--- config.mk ---
export PLATFORM = sky130hd
export DESIGN_NAME = reg36_access_ctrl
export DESIGN_NICKNAME = d
export VERILOG_FILES = /design/src/rtl/reg36_pkg.sv /design/src/rtl/rr_arbiter.sv /design/src/rtl/reg36_access_ctrl.sv
export SDC_FILE = /design/constraint.sdc
export NUM_CORES = 1
export LEC_CHECK = 0
export CELL_PAD_IN_SITES_DETAIL_PLACEMENT = 2
export CELL_PAD_IN_SITES_GLOBAL_PLACEMENT = 2
export CORE_MARGIN = 10
export CORE_UTILIZATION = 24
export CTS_BUF_LIST = sky130_fd_sc_hd__clkbuf_8
export CTS_CLUSTER_SIZE = 25
export DETAILED_ROUTE_END_ITERATION = 10
export PLACE_DENSITY = 0.84
export SYNTH_ARGS = -nofsm -noshare
export SYNTH_HDL_FRONTEND = slang
export SYNTH_SLANG_ARGS = --single-unit
--- constraint.sdc ---
create_clock -name clk -period 3.3 [get_ports clk]
set_clock_uncertainty 0.05 [all_clocks]
set_input_delay 0.495 -clock clk [delete_from_list [all_inputs] [get_ports clk]]
set_output_delay 0.495 -clock clk [all_outputs]
set_load 0.05 [all_outputs]
--- src/rtl/reg36_pkg.sv ---
// Shared types and constants for the reg36 access controller.
package reg36_pkg;

    // Default data width of the reg36 register
    localparam int unsigned REG36_WIDTH = 36;

    // Requester operation codes
    typedef enum logic [1:0] {
        OP_NOP  = 2'b00,
        OP_LOAD = 2'b01,
        OP_INC  = 2'b10,
        OP_DEC  = 2'b11
    } op_e;

    // Transaction sequencer states, 3-bit encoding
    typedef enum logic [2:0] {
        ST_IDLE   = 3'd0,
        ST_GRANT  = 3'd1,
        ST_SETUP  = 3'd2,
        ST_STROBE = 3'd3,
        ST_ACK    = 3'd4
    } state_e;

endpackage : reg36_pkg

--- src/rtl/rr_arbiter.sv ---
// Combinational round-robin arbiter: first active request at or after ptr wins, wrapping.
module rr_arbiter #(
    parameter int unsigned NREQ  = 3,
    parameter int unsigned PTR_W = 2
) (
    input  logic [NREQ-1:0]  req_i,
    input  logic [PTR_W-1:0] ptr_i,
    output logic [NREQ-1:0]  winner_o,
    output logic             any_o
);

    logic found;

    // Scan distances 0..NREQ-1 from the pointer; the nearest active requester wins
    always_comb begin
        winner_o = '0;
        found    = 1'b0;
        for (int unsigned k = 0; k < NREQ; k++) begin
            for (int unsigned i = 0; i < NREQ; i++) begin
                if (!found && req_i[i] && (i == (32'(ptr_i) + k) % NREQ)) begin
                    winner_o[i] = 1'b1;
                    found       = 1'b1;
                end
            end
        end
    end

    assign any_o = |req_i;

endmodule : rr_arbiter

--- src/rtl/reg36_access_ctrl.sv ---
// Shares the reg36 register between NREQ requesters: round-robin grant, latched op/data,
// one setup cycle, a single-cycle set/inc/dec strobe, then an ack with the post-op value.
module reg36_access_ctrl
    import reg36_pkg::*;
#(
    parameter int unsigned WIDTH = REG36_WIDTH,
    parameter int unsigned NREQ  = 3
) (
    input  logic                  clk,
    input  logic                  rst_n,
    input  logic [NREQ-1:0]       req,
    input  logic [2*NREQ-1:0]     op,
    input  logic [WIDTH*NREQ-1:0] din,
    output logic [NREQ-1:0]       gnt,
    output logic [NREQ-1:0]       ack,
    output logic [WIDTH-1:0]      rdata,
    output logic                  busy,
    output logic [WIDTH-1:0]      reg_d,
    output logic                  reg_set,
    output logic                  reg_inc,
    output logic                  reg_dec,
    input  logic [WIDTH-1:0]      reg_q
);

    localparam int unsigned PTR_W = (NREQ > 1) ? $clog2(NREQ) : 1;

    state_e             state_q, state_d;
    logic [PTR_W-1:0]   ptr_q, ptr_nxt;
    op_e                op_q;
    logic [WIDTH-1:0]   reg_d_q;
    logic [WIDTH-1:0]   rdata_q;

    logic [NREQ-1:0]    gnt_q, gnt_d;
    logic [NREQ-1:0]    ack_q, ack_d;
    logic               busy_q, busy_d;
    logic               set_q, set_d;
    logic               inc_q, inc_d;
    logic               dec_q, dec_d;

    logic [NREQ-1:0]    winner;
    logic               any;
    logic [1:0]         op_sel;
    logic [WIDTH-1:0]   din_sel;

    rr_arbiter #(
        .NREQ  (NREQ),
        .PTR_W (PTR_W)
    ) u_arb (
        .req_i    (req),
        .ptr_i    (ptr_q),
        .winner_o (winner),
        .any_o    (any)
    );

    // Select the winning requester's op and data slices
    always_comb begin
        op_sel  = '0;
        din_sel = '0;
        for (int unsigned i = 0; i < NREQ; i++) begin
            if (winner[i]) begin
                op_sel  = op_sel  | op[2*i +: 2];
                din_sel = din_sel | din[WIDTH*i +: WIDTH];
            end
        end
    end

    // Pointer value following the current grant holder, modulo NREQ
    always_comb begin
        ptr_nxt = ptr_q;
        for (int unsigned i = 0; i < NREQ; i++) begin
            if (gnt_q[i]) begin
                ptr_nxt = PTR_W'((i + 1) % NREQ);
            end
        end
    end

    // FSM state register
    always_ff @(posedge clk or negedge rst_n) begin
        if (!rst_n) begin
            state_q <= ST_IDLE;
        end else begin
            state_q <= state_d;
        end
    end

    // FSM next-state: fixed five-cycle walk once any request is seen in IDLE
    always_comb begin
        state_d = state_q;
        case (state_q)
            ST_IDLE:   if (any) state_d = ST_GRANT;
            ST_GRANT:  state_d = ST_SETUP;
            ST_SETUP:  state_d = ST_STROBE;
            ST_STROBE: state_d = ST_ACK;
            ST_ACK:    state_d = ST_IDLE;
            default:   state_d = ST_IDLE;
        endcase
    end

    // FSM outputs: decoded from the next state so that every output is registered
    always_comb begin
        gnt_d  = '0;
        ack_d  = '0;
        set_d  = 1'b0;
        inc_d  = 1'b0;
        dec_d  = 1'b0;
        busy_d = (state_d != ST_IDLE);
        case (state_d)
            ST_GRANT: gnt_d = winner;
            ST_SETUP: gnt_d = gnt_q;
            ST_STROBE: begin
                gnt_d = gnt_q;
                case (op_q)
                    OP_LOAD: set_d = 1'b1;
                    OP_INC:  inc_d = 1'b1;
                    OP_DEC:  dec_d = 1'b1;
                    default: ;
                endcase
            end
            ST_ACK: begin
                gnt_d = gnt_q;
                ack_d = gnt_q;
            end
            default: ;
        endcase
    end

    // Registered output stage
    always_ff @(posedge clk or negedge rst_n) begin
        if (!rst_n) begin
            gnt_q  <= '0;
            ack_q  <= '0;
            busy_q <= 1'b0;
            set_q  <= 1'b0;
            inc_q  <= 1'b0;
            dec_q  <= 1'b0;
        end else begin
            gnt_q  <= gnt_d;
            ack_q  <= ack_d;
            busy_q <= busy_d;
            set_q  <= set_d;
            inc_q  <= inc_d;
            dec_q  <= dec_d;
        end
    end

    // Latch the winner's op and data on entry to GRANT; later input changes are ignored
    always_ff @(posedge clk or negedge rst_n) begin
        if (!rst_n) begin
            op_q    <= OP_NOP;
            reg_d_q <= '0;
        end else if (state_q == ST_IDLE && any) begin
            op_q    <= op_e'(op_sel);
            reg_d_q <= din_sel;
        end
    end

    // reg36 has updated by the ACK cycle; capture Q and advance the round-robin pointer
    always_ff @(posedge clk or negedge rst_n) begin
        if (!rst_n) begin
            rdata_q <= '0;
            ptr_q   <= '0;
        end else if (state_q == ST_ACK) begin
            rdata_q <= reg_q;
            ptr_q   <= ptr_nxt;
        end
    end

    assign gnt     = gnt_q;
    assign ack     = ack_q;
    assign busy    = busy_q;
    assign reg_set = set_q;
    assign reg_inc = inc_q;
    assign reg_dec = dec_q;
    assign reg_d   = reg_d_q;
    assign rdata   = rdata_q;

endmodule : reg36_access_ctrl

==> impl_metrics.json <==
{
  "status": "finished, final reports clean",
  "grt_pass1_wl_microns": 28600,
  "layout.nets": 778,
  "dp_hpwl_microns": 14600,
  "max_slew_margin": 0.264,
  "cts_setup_buffers": 0,
  "ys_types": 29,
  "wl_met2_microns": 9730,
  "cap_violations": 0,
  "clockBufferDepth": 2,
  "powerDensity_nw_per_um2": 1090,
  "gp_congestion": 0.774,
  "leakagePower_uw": 0.00260,
  "grt_pass1_vias": 4829,
  "async_flop_share": 1.00,
  "clkLatencyLatePin_ps": 360,
  "gr-total-overflow": 0,
  "crit_type": "primary input to flip-flop",
  "synth_area_sq_um": 4140,
  "top_layer_used": "met4",
  "cts_tree": "done",
  "final-seq-area_sq_um": 2230,
  "port_buffers": 236,
  "finalCritPeriodShare": 0.756,
  "ys_ff_latch": 89,
  "ctsResizeCount": 0,
  "critPathRequiredTime_ps": 3530,
  "drc_errors": 0,
  "clkTransAtPathRegs_ps": 90,
  "grt_max_degree": 70,
  "seq_area_frac_synth": 0.538,
  "setup_tns_ps": 0,
  "fp-row-count": 47,
  "cts.sinks": 89,
  "setup_viol": 0,
  "rsz0062_at_grt": "no",
  "fmax_ghz": 0.401,
  "drtIter0Drc": 138,
  "yosysWarningCount": 0,
  "ant_nets": 0,
  "diodes": 0,
  "io_pins": 237,
  "netlist_top_cells_count": "dfrtp_1, o21ai_0, nor2_1",
  "critical_path_peak_fanout": 59,
  "hold_buffers": 0,
  "fin_crit_ps": 2490,
  "die_w_microns": 151,
  "cts_max_level": 3,
  "drive_above_1_share": 0.109,
  "root_buffer": "clkbuf_8",
  "start_util": 0.247,
  "r2r_slack_ps": 850,
  "wl_microns": 18900,
  "synth_top_area_frac": 0.538,
  "core_sq_um": 16800,
  "synthFlopType": "dfrtp_1",
  "hold_viol": 0,
  "vias": 4075,
  "worstRegToRegCells": 8,
  "hold_class": "primary input to asynchronous set/reset pin",
  "wirelength_met1_microns": 7330,
  "synth_area_leaders": "dfrtp_1, mux2_2, o21ai_0",
  "grt_util_all_layers": 0.162,
  "met3_length_microns": 1580,
  "die_area_sq_um": 22900,
  "dr.pass1.iters": 4,
  "synthCells": 400,
  "post_drt_wl_per_cell_microns": 22.4,
  "die_h_microns": 151,
  "synth_edf_count": 0,
  "cts_buffers": 9,
  "synth.most_common_cell": "dfrtp_1",
  "routed_via_density": 4.82,
  "area_growth_syn_to_layout_pct": 68.3,
  "endpoint_kind": "flip-flop",
  "arrival_ps": 2720,
  "crit_path_start_kind": "primary input",
  "multi_input_area_sq_um": 1730,
  "synth_nets": 557,
  "avgSynthCellArea_sq_um": 10.3,
  "antenna_found_initial": 0,
  "finalMaxSlewViolations": 0,
  "ir_drop_v": 0.000514,
  "max_slew.worst_pin.slew_ps": 1100,
  "yosys.area.top_type": "dfrtp_1",
  "total_power_uw": 7620,
  "n_fill_cell": 1758
}
final cells by class:
type	count	area share
clock buffers	10	0.0198
clock inverters	5	0.0149
repair buffers	246	0.355
flip-flops and latches	89	0.320
inverters	5	0.00269
well taps	220	0.0395
multi-input cells	270	0.248
layer usage:
metal,global-route usage,vias up
met5,0,-
li1,-,1871
met3,0.0561,16
met1,0.181,2041
met4,0.0452,0
met2,0.285,147
cell usage in the layout (no fill, tap or decap), types with 2 or more instances in the layout:
cell type          n
a21oi_1            4
a41oi_1           38
and2_1             5
buf_12             3
buf_4              8
bufinv_16          3
clkbuf_8          10
clkdlybuf4s50_1  235
dfrtp_1           89
ha_1               2
inv_1              5
mux2_2            36
nand2_1           43
nand2b_1           2
nor2_1            43
nor3_1             2
o21ai_0           80
power by group:
group          internal (uW)  switching [uW]  total (uW)
clock                    520             402         922
combinational           1670            3030        4700
sequential              1640             363        2000
stage by stage:
step	instance area [sq um]	util	cells	worst slack (ps)	hold WS (ps)
2_1_floorplan	4140	-	400	1380	149
3_3_place_gp	6720	0.401	830	578	417
3_5_place_dp	6720	0.401	830	404	423
4_1_cts	6960	0.416	845	781	220
5_1_grt	6960	0.416	845	631	250
6_report	6960	0.416	845	805	197
sequential cells by signal, indices dropped and copies added, names as in the netlist:
name	cells
reg_inc	1
reg_dec	1
ack	3
ptr_q	2
gnt	3
busy	1
reg_d	36
op_q	2
state_q	3
reg_set	1
rdata	36
path summary, 6_finish.rpt:
kind,from,endpoint
max in group asynchronous,rst_n,reg_d[17]
min reg2reg,op_q[0],reg_inc
min,rst_n,rdata[1]
max reg2reg,ptr_q[0],reg_d[14]
min in group clk,op_q[0],reg_inc
max,req[1],reg_d[11]
logic make-up (layout without fill, tap and decap cells):
group | after synthesis | after routing | share of synthesized area
adder cells (fa/ha/maj) | 2 | 2 | 0.00605
XOR/XNOR | 1 | 1 | 0.00212
multiplexers | 36 | 36 | 0.0980
flip-flops | 89 | 89 | 0.538
AO/OA/AOI/OAI | 129 | 129 | 0.202
buffers and inverters | 41 | 266 | 0.0466
AND/OR/NAND/NOR | 102 | 102 | 0.107
critical path: stages:
cell	delay, ps
clkdlybuf4s50_1	590
nor3_1	140
nor4_4	840
buf_12	330
nor2_1	90
a41oi_1	190
(Power assumes the default switching activity.)
